## src/rtl/toy_pack.sv

```systemverilog
// Shared types and constants for the BPU predecode-filter flush sequencer.
package toy_pack;

    // Flush sequencer states
    typedef enum logic [1:0] {
        RUN    = 2'd0,
        FLUSH  = 2'd1,
        DRAIN  = 2'd2,
        RESUME = 2'd3
    } bpu_flush_state_e;

    // Maximum ICache fetches that may be in flight at once
    localparam int BPU_MAX_OUTSTANDING = 8;

endpackage : toy_pack

```

## src/rtl/bpu_outstanding_cnt.sv

```systemverilog
// Up/down counter of in-flight ICache fetches, saturating at 0 and at MAX_OUTSTANDING.
module bpu_outstanding_cnt #(
    parameter int MAX_OUTSTANDING = 8,
    parameter int CNT_WIDTH       = $clog2(MAX_OUTSTANDING + 1)
) (
    input  logic                 clk,
    input  logic                 rst_n,
    input  logic                 inc,
    input  logic                 dec,
    output logic [CNT_WIDTH-1:0] cnt,
    output logic                 full,
    output logic                 empty
);

    localparam logic [CNT_WIDTH-1:0] CNT_MAX = CNT_WIDTH'(MAX_OUTSTANDING);

    assign full  = (cnt == CNT_MAX);
    assign empty = (cnt == '0);

    // Simultaneous inc and dec cancel; otherwise step without crossing either bound
    always_ff @(posedge clk or negedge rst_n) begin
        if (!rst_n) begin
            cnt <= '0;
        end else if (inc && !dec && !full) begin
            cnt <= cnt + 1'b1;
        end else if (dec && !inc && !empty) begin
            cnt <= cnt - 1'b1;
        end
    end

endmodule : bpu_outstanding_cnt

```

## src/rtl/bpu_filter_flush_ctrl.sv

```systemverilog
// Sequences the BPU predecode filter across backend redirects: gates BTFIFO/ROB
// traffic to the filter, drops stale entries, clears the half-instruction carry,
// and reopens fetch only once no fetch is in flight and both producers are empty.
module bpu_filter_flush_ctrl
    import toy_pack::*;
#(
    parameter int MAX_OUTSTANDING = BPU_MAX_OUTSTANDING,
    parameter int CNT_WIDTH       = $clog2(MAX_OUTSTANDING + 1),
    parameter int FLUSH_MIN_CYC   = 2
) (
    input  logic                 clk,
    input  logic                 rst_n,
    input  logic                 fe_ctrl_be_chgflw_vld,
    input  logic                 icache_req_vld,
    output logic                 icache_req_rdy,
    input  logic                 btfifo_vld,
    output logic                 btfifo_rdy,
    input  logic                 rob_vld,
    output logic                 rob_rdy,
    output logic                 filt_btfifo_vld,
    input  logic                 filt_btfifo_rdy,
    output logic                 filt_rob_vld,
    input  logic                 filt_rob_rdy,
    output logic                 filt_last_clr,
    output logic                 ctrl_resume,
    output logic                 ctrl_busy,
    output logic [CNT_WIDTH-1:0] outstanding_cnt,
    output logic                 err_underflow
);

    // Timer only needs to hold FLUSH_MIN_CYC-1; keep at least one bit
    localparam int              TMR_W    = (FLUSH_MIN_CYC > 1) ? $clog2(FLUSH_MIN_CYC) : 1;
    localparam logic [TMR_W-1:0] TMR_LOAD = TMR_W'(FLUSH_MIN_CYC - 1);

    bpu_flush_state_e state;
    logic [TMR_W-1:0] flush_tmr;
    logic             chgflw;
    logic             cnt_full;
    logic             cnt_empty;
    logic             req_fire;
    logic             rob_fire;
    logic             drain_done;

    assign chgflw     = fe_ctrl_be_chgflw_vld;
    assign req_fire   = icache_req_vld && icache_req_rdy;
    assign rob_fire   = rob_vld && rob_rdy;
    assign drain_done = cnt_empty && !rob_vld && !btfifo_vld;
    assign ctrl_busy  = (state != RUN);

    bpu_outstanding_cnt #(
        .MAX_OUTSTANDING (MAX_OUTSTANDING),
        .CNT_WIDTH       (CNT_WIDTH)
    ) u_outstanding_cnt (
        .clk   (clk),
        .rst_n (rst_n),
        .inc   (req_fire),
        .dec   (rob_fire),
        .cnt   (outstanding_cnt),
        .full  (cnt_full),
        .empty (cnt_empty)
    );

    // Pass-through only in RUN with no redirect; otherwise accept-and-drop upstream
    always_comb begin
        filt_btfifo_vld = 1'b0;
        filt_rob_vld    = 1'b0;
        btfifo_rdy      = btfifo_vld;
        rob_rdy         = rob_vld;
        icache_req_rdy  = 1'b0;
        if (state == RUN && !chgflw) begin
            filt_btfifo_vld = btfifo_vld;
            filt_rob_vld    = rob_vld;
            btfifo_rdy      = filt_btfifo_rdy;
            rob_rdy         = filt_rob_rdy;
            icache_req_rdy  = !cnt_full;
        end
    end

    // Sticky flag: a ROB beat was accepted while no fetch was outstanding
    always_ff @(posedge clk or negedge rst_n) begin
        if (!rst_n) begin
            err_underflow <= 1'b0;
        end else if (rob_fire && cnt_empty) begin
            err_underflow <= 1'b1;
        end
    end

    // Flush FSM; carry-clear and resume pulse are registered from the next state
    always_ff @(posedge clk or negedge rst_n) begin
        if (!rst_n) begin
            state         <= RUN;
            flush_tmr     <= '0;
            ctrl_resume   <= 1'b0;
            filt_last_clr <= 1'b0;
        end else begin
            ctrl_resume   <= 1'b0;
            filt_last_clr <= 1'b0;
            if (chgflw) begin
                state         <= FLUSH;
                flush_tmr     <= TMR_LOAD;
                filt_last_clr <= 1'b1;
            end else begin
                case (state)
                    RUN: begin
                        state <= RUN;
                    end
                    FLUSH: begin
                        if (flush_tmr == '0) begin
                            state <= DRAIN;
                        end else begin
                            flush_tmr     <= flush_tmr - 1'b1;
                            filt_last_clr <= 1'b1;
                        end
                    end
                    DRAIN: begin
                        if (drain_done) begin
                            state       <= RESUME;
                            ctrl_resume <= 1'b1;
                        end
                    end
                    RESUME: begin
                        state <= RUN;
                    end
                    default: begin
                        state <= RUN;
                    end
                endcase
            end
        end
    end

endmodule : bpu_filter_flush_ctrl
```

## config.mk

```make
export PLATFORM = sky130hd
export DESIGN_NAME = bpu_filter_flush_ctrl
export DESIGN_NICKNAME = d
export VERILOG_FILES = /design/src/rtl/toy_pack.sv /design/src/rtl/bpu_outstanding_cnt.sv /design/src/rtl/bpu_filter_flush_ctrl.sv
export SDC_FILE = /design/constraint.sdc
export NUM_CORES = 1
export LEC_CHECK = 0
export CAP_MARGIN = 0
export CORE_ASPECT_RATIO = 1.1
export CORE_UTILIZATION = 42
export CTS_CLUSTER_SIZE = 8
export DETAILED_ROUTE_END_ITERATION = 8
export GPL_ROUTABILITY_DRIVEN = 0
export PLACE_DENSITY = 0.83
export SLEW_MARGIN = 20
export SYNTH_ARGS = -nofsm -noshare
export SYNTH_HDL_FRONTEND = slang
export SYNTH_SLANG_ARGS = --single-unit
export TNS_END_PERCENT = 30
```

## constraint.sdc

```tcl
create_clock -name clk -period 2.4 [get_ports clk]
set_input_delay 0.36 -clock clk [delete_from_list [all_inputs] [get_ports clk]]
set_output_delay 0.36 -clock clk [all_outputs]
set_load 0.03 [all_outputs]
```

==> impl_metrics.py, run 1 <==
metrics = {
    "yosys": {
        "synth_top_area_share_pct": 31.90,
        "synth_most_common_cell": "dfrtp_1",
        "synth.distinct_cells": 40,
        "synth_area_leader_cell": "dfrtp_1",
        "synth_flop_cell": "dfrtp_1",
        "synth.ff_latch_count": 10,
        "synth_common_cells": "dfrtp_1, nand2_1, ha_1, inv_1, nor2_1",
        "synth-edff-count": 0,
        "synth_area_per_cell_um2": 9.567,
        "async_reset_ff_share_pct": 100.0,
        "netlist_area_um2": 784.5,
        "ys_warn_count": 0,
        "synth-seq-area-share_pct": 31.90,
        "synth_area_leaders": "dfrtp_1, ha_1, nand2_1, a21o_1, inv_1",
        "syn_nets": 97,
        "synthCells": 82,
    },
    "final_layout": {
        "nets": 136,
        "final_layout_size_suffix_gt1_share_pct": 38.33,
        "final_util_pct": 67.33,
        "fillerInstances": 143,
        "syn2layout_area_growth_pct": 51.20,
        "finalNonFillerCells": 138,
        "antenna_cells": 0,
    },
    "setup_path": {
        "reg2reg_depth": 10,
        "rr_startpoint": "state[0]$_DFFE_PN0P_",
        "cp-end-kind": "flip-flop",
        "crit_end": "u_outstanding_cnt.cnt[2]$_DFFE_PN0P_",
        "reg2reg_to": "u_outstanding_cnt.cnt[2]$_DFFE_PN0P_",
        "startpoint": "state[0]$_DFFE_PN0P_",
        "worstPathArrival_ps": 2530,
        "startpoint_type": "flip-flop",
        "crit_type": "flip-flop to flip-flop",
        "worst-path-max-fanout": 3,
        "required_ps": 2550,
        "r2r_setup_slack_ps": 30,
    },
    "sta": {
        "grt_setup_unrepaired": "true",
        "fin_crit_ps": 2373,
        "finalHoldViolCount": 0,
        "clock.fmax_ghz": 0.4214,
        "relSlewSlack_pct": 68.82,
        "max_slew.worst_pin.slew_ps": 466.3,
        "maxSlewViolCount": 0,
        "setup-violations-final": 0,
        "clock_skew_ps": 3.813,
        "fin_crit_sh_pct": 98.88,
    },
    "global_route": {
        "overflow": 0,
        "grt_max_degree": 13,
        "antenna_found_initial": 0,
        "grt_pass1_vias": 655,
        "grtUsageTotal_pct": 17.88,
        "grt_pass1_wl_mm": 2.704,
    },
    "route": {
        "first_pass_iters": 5,
        "wirelength_mm": 1.902,
        "drtAntennaViolNets": 0,
        "wl_per_cell_um": 13.78,
        "drc": 0,
        "dr.first_iter.drc_count": 11,
        "routed_via_density": 5.522,
        "via_count": 762,
    },
    "floorplan": {
        "die_w_um": 43.21,
        "die_h_um": 47.33,
        "initial_core_util_pct": 44.53,
        "io_pins": 21,
        "fp.coreArea_um2": 1762,
        "dieArea_um2": 2045,
        "num_rows": 16,
    },
    "flow_run": {
        "cap_violations": 0,
    },
    "pwr": {
        "finalPower_mw": 1.412,
        "p_leak_nw": 0.5410,
        "power.density_nw_per_um2": 1190,
        "max-vdd-ir-drop_mv": 0.8606,
    },
    "placed_design": {
        "port_buffers": 20,
        "place_hpwl_mm": 1.335,
        "place_inst": 126,
    },
    "clock_network": {
        "clk-insertion-delay-late_ps": 270,
        "cts_sinks": 10,
        "tritoncts": "done",
        "path_clk_slew_ps": 70,
        "clock_path_buffers": 2,
        "cts_buffers": 3,
        "cts_root_buf": "clkbuf_4",
        "ctsHtreeMaxLevel": 1,
    },
    "outcome": {
        "status": "finished clean",
    },
    "worst_hold_path": {
        "holdCritPathClass": "primary input to async pin",
    },
}
==> sequential cells by signal (all words and copies together) (netlist names) <==
name	count
ctrl_resume	1
err_underflow	1
filt_last_clr	1
flush_tmr	1
state	2
u_outstanding_cnt.cnt	4
==> metal layers <==
metal,wire length [um],share of wire (%),vias to the layer above,GRT usage [%]
li1,-,-,371,-
met5,0,0,-,0
met1,773,41,368,18.82
met2,1028,54,21,35.82
met4,19,1.0,0,2.424
met3,80,4.2,2,5.769
==> metrics by stage <==
stage / hold slack (ps) / instance area, um^2 / TNS (ps) / worst slack, ps
6_report: 411.9 / 1186 / 0 / 26.84
3_3_place_gp: 469.3 / 1055 / -55.32 / -55.32
5_1_grt: 448.2 / 1186 / -68.05 / -41.25
3_5_place_dp: 464.6 / 1055 / -196.7 / -168.0
4_1_cts: 423.6 / 1131 / 0 / 0.8937
2_1_floorplan: 64.41 / 793.3 / 0 / 20.11
==> timing repair <==
item / 4_1_cts / 5_1_grt
resized for setup: 6 / 4
pin swaps: 3 / 3
buffers inserted: 4 / 4
hold buffers: 0 / 0
setup endpoints to repair: 1 / 1
==> layout by cell type, fill, tap and decap left out, types with 2 or more instances in the layout <==
cell type,synthesis,final
ha_1,6,5
inv_2,1,3
nor2_1,4,4
buf_4,0,21
a21o_1,3,3
inv_1,6,4
clkdlybuf4s50_1,0,15
o21ai_0,3,3
clkbuf_4,0,3
dfrtp_1,10,10
and2_1,2,2
a21oi_1,3,2
nor3_1,2,2
dlygate4sd2_1,0,2
a31o_2,2,2
o221a_2,2,2
nand2_1,8,7
==> how the worst min path moves through the flow <==
stage | from | cells after the start | to | slack, ps
after global placement | err_underflow$_DFFE_PN0P_ | 1 | err_underflow$_DFFE_PN0P_ | 470
after global routing | rst_n | 1 | u_outstanding_cnt.cnt[3]$_DFFE_PN0P_ | 450
after floorplan | rst_n | 0 | ctrl_resume$_DFF_PN0_ | 60
after CTS | rst_n | 1 | u_outstanding_cnt.cnt[3]$_DFFE_PN0P_ | 420
final | rst_n | 1 | ctrl_resume$_DFF_PN0_ | 410
after detailed placement | err_underflow$_DFFE_PN0P_ | 1 | err_underflow$_DFFE_PN0P_ | 460
==> cell families (layout without fill, tap and decap cells) <==
family,count (synthesis),count (layout),synth area share (%)
compound gates,26,26,27.59
xor+xnor,2,2,2.233
fa+ha+maj,7,7,12.12
buf+inv,11,49,6.697
flops,10,10,31.90
mux,2,2,3.189
simple gates,24,24,16.27
==> report_power, final <==
| part | internal, mW | leakage [nW] | switching [mW] |
|---|---|---|---|
| combinational | 0.466 | 0.404 | 0.488 |
| clock | 0.0921 | 0.0210 | 0.0602 |
| sequential | 0.234 | 0.116 | 0.0713 |
==> area by class of cell <==
type | count | area (um^2) | area share [%]
clock buffer | 4 | 36.28 | 3.059
inverter | 7 | 26.28 | 2.215
multi-input combinational | 61 | 525.5 | 44.30
sequential | 10 | 250.2 | 21.10
tap | 18 | 22.52 | 1.899
timing repair buffer | 38 | 325.3 | 27.43
==> critical path, cell delays in order (launching register included) <==
cell	delay (ps)
dfrtp_1	400
inv_2	100
ha_4	130
nor2b_4	150
nand2_2	70
a221o_2	340
buf_4	150
fa_1	370
xor2_1	190
a31o_2	250
o221a_2	110
Note: power is estimated with default switching activity, not from simulation.
==> run 2: changes to the inputs <==
--- a/config.mk
+++ b/config.mk
@@ -11,6 +11,7 @@
 export CTS_CLUSTER_SIZE = 8
 export DETAILED_ROUTE_END_ITERATION = 8
 export GPL_ROUTABILITY_DRIVEN = 0
+export GPL_TIMING_DRIVEN = 0
 export PLACE_DENSITY = 0.83
 export SLEW_MARGIN = 20
 export SYNTH_ARGS = -nofsm -noshare
==> constraint.sdc (replaced) <==
create_clock -name clk -period 2 [get_ports clk]
set_input_delay 0.3 -clock clk [delete_from_list [all_inputs] [get_ports clk]]
set_output_delay 0.3 -clock clk [all_outputs]
set_load 0.03 [all_outputs]
==> impl_metrics.py, run 2 (synthesized netlist as in run 1, its figures left out) <==
metrics = {
    "sta": {
        "fin_ws_ps": -326.5,
        "tns_ps": -768.4,
        "fin_crit_sh_pct": 116.3,
        "clock_skew_ps": 12.96,
        "relSlewSlack_pct": 70.84,
        "clock.fmax_ghz": 0.4298,
        "fin_crit_ps": 2326,
        "max_slew.worst_pin.slew_ps": 436.0,
        "finalHoldViolCount": 0,
        "setup-violations-final": 3,
        "grt_setup_unrepaired": "true",
        "maxSlewViolCount": 0,
    },
    "setup_path": {
        "crit_family": "compound AO/OA/AOI/OAI gates",
        "cp-end-kind": "flip-flop",
        "crit_type": "flip-flop to flip-flop",
        "r2r_setup_slack_ps": -330,
        "required_ps": 2190,
        "slowest_delay_ps": 390,
        "cp_slowest_cell": "dfrtp_1",
        "worstPathArrival_ps": 2520,
        "critPathBufInv": 1,
        "startpoint_type": "flip-flop",
        "worst-path-max-fanout": 3,
        "crit_chain": "inv_2, ha_4, nor2b_4, nand2_4, a221o_2, ha_4, a21o_4, a21oi_4, and3_4, o31ai_2, a21oi_1",
        "crit_top_cell": "ha_4",
    },
    "pwr": {
        "p_leak_nw": 0.5318,
        "power.density_nw_per_um2": 1459,
        "finalPower_mw": 1.721,
        "max-vdd-ir-drop_mv": 0.8203,
    },
    "clock_network": {
        "clock_path_buffers": 2,
        "ctsHtreeMaxLevel": 1,
        "clk-insertion-delay-late_ps": 260,
        "tritoncts": "done",
        "cts_sinks": 10,
        "cts_buffers": 3,
        "path_clk_slew_ps": 70,
        "cts_root_buf": "clkbuf_4",
    },
    "global_route": {
        "grt_pass1_wl_mm": 3.042,
        "grt_max_degree": 11,
        "grt_pass1_vias": 719,
        "overflow": 0,
        "antenna_found_initial": 0,
        "grtUsageTotal_pct": 20.36,
    },
    "placed_design": {
        "place_hpwl_mm": 1.266,
        "port_buffers": 20,
        "place_inst": 120,
        "placed_cell_area_um2": 1044,
    },
    "route": {
        "wl_per_cell_um": 14.92,
        "dr.first_iter.drc_count": 11,
        "route.met2.wl_mm": 1.010,
        "met1_length_um": 867,
        "first_pass_iters": 4,
        "drc": 0,
        "routed_via_density": 5.579,
        "top_layer": "met4",
        "wirelength_mm": 1.985,
        "drtAntennaViolNets": 0,
        "wl_met3_um": 76,
        "via_count": 742,
    },
    "flow_run": {
        "cap_violations": 0,
    },
    "worst_hold_path": {
        "holdCritPathClass": "primary input to async pin",
    },
    "final_layout": {
        "largest_register_ffs": 4,
        "nets": 132,
        "reg_top3": "u_outstanding_cnt.cnt: 4 flops, state: 2 flops",
        "finalNonFillerCells": 133,
        "final_layout_size_suffix_gt1_share_pct": 40.00,
        "final_common_cell": "clkdlybuf4s50_1",
        "top_register": "u_outstanding_cnt.cnt",
        "syn2layout_area_growth_pct": 50.40,
        "final_cell_mix": "clkdlybuf4s50_1, buf_4, dfrtp_1",
        "final_util_pct": 66.97,
        "design_area_um2": 1180,
        "antenna_cells": 0,
    },
    "floorplan": {
        "dieArea_um2": 2045,
        "io_pins": 21,
        "num_rows": 16,
        "fp.coreArea_um2": 1762,
        "die_w_um": 43.21,
        "die_h_um": 47.33,
        "initial_core_util_pct": 44.53,
    },
    "outcome": {
        "failed_checks": "setup timing",
        "status": "finished, violations left",
    },
}
==> run 2: changes by cell type in the layout (fill, tap and decap cells not counted), sizes merged <==
cell / delta
clkdlybuf4s50: -2
dlygate4sd2: -1
clkdlybuf4s15: +1
buf: -4
dlymetal6s2s: +1
==> run 2: worst paths after layout <==
| check | start | end | cells past startpoint |
|---|---|---|---|
| setup / recovery | state[1]$_DFFE_PN0P_ | u_outstanding_cnt.cnt[3]$_DFFE_PN0P_ | 11 |
| hold / removal | rst_n | ctrl_resume$_DFF_PN0_ | 1 |
| setup reg to reg | state[1]$_DFFE_PN0P_ | u_outstanding_cnt.cnt[3]$_DFFE_PN0P_ | 11 |
| hold reg to reg | err_underflow$_DFFE_PN0P_ | err_underflow$_DFFE_PN0P_ | 1 |
| max in group asynchronous | rst_n | u_outstanding_cnt.cnt[2]$_DFFE_PN0P_ | 1 |
| min in group clk | err_underflow$_DFFE_PN0P_ | err_underflow$_DFFE_PN0P_ | 1 |
==> run 2: power by group <==
group | internal [mW] | switching, mW | total, mW
sequential | 0.281 | 0.0963 | 0.377
combinational | 0.594 | 0.620 | 1.21
clock | 0.0690 | 0.0611 | 0.130
==> run 2: metrics by stage <==
step                      worst slack (ps)  hold slack, ps
after floorplan                     -327.9           4.409
after global placement              -655.3           474.4
after detailed placement            -752.5           471.7
after CTS                           -377.4           355.5
after global routing                -427.8           377.3
final                               -326.5           344.6
==> run 2: cell type report <==
class / count / area (um^2)
flip-flops and latches: 10 / 250.2
well taps: 18 / 22.52
inverters: 7 / 26.28
plain buffers: 3 / 21.27
clock buffers: 3 / 22.52
fillers: 137 / 581.8
repair buffers: 31 / 264.0
multi-input cells: 61 / 573.1
==> run 2: what timing repair did <==
item	CTS	global route
hold buffers	0	0
resized for setup	20	12
endpoints found under the hold margin	0	0
endpoints found under the setup margin	8	7
setup buffers	6	5
pin swaps	6	6
==> run 2: per-layer routing <==
| layer | up-vias | track usage [%] |
|---|---|---|
| li1 | 361 | - |
| met1 | 358 | 24.88 |
| met2 | 19 | 34.33 |
| met3 | 4 | 3.077 |
| met4 | 0 | 12.73 |
| met5 | - | 0 |
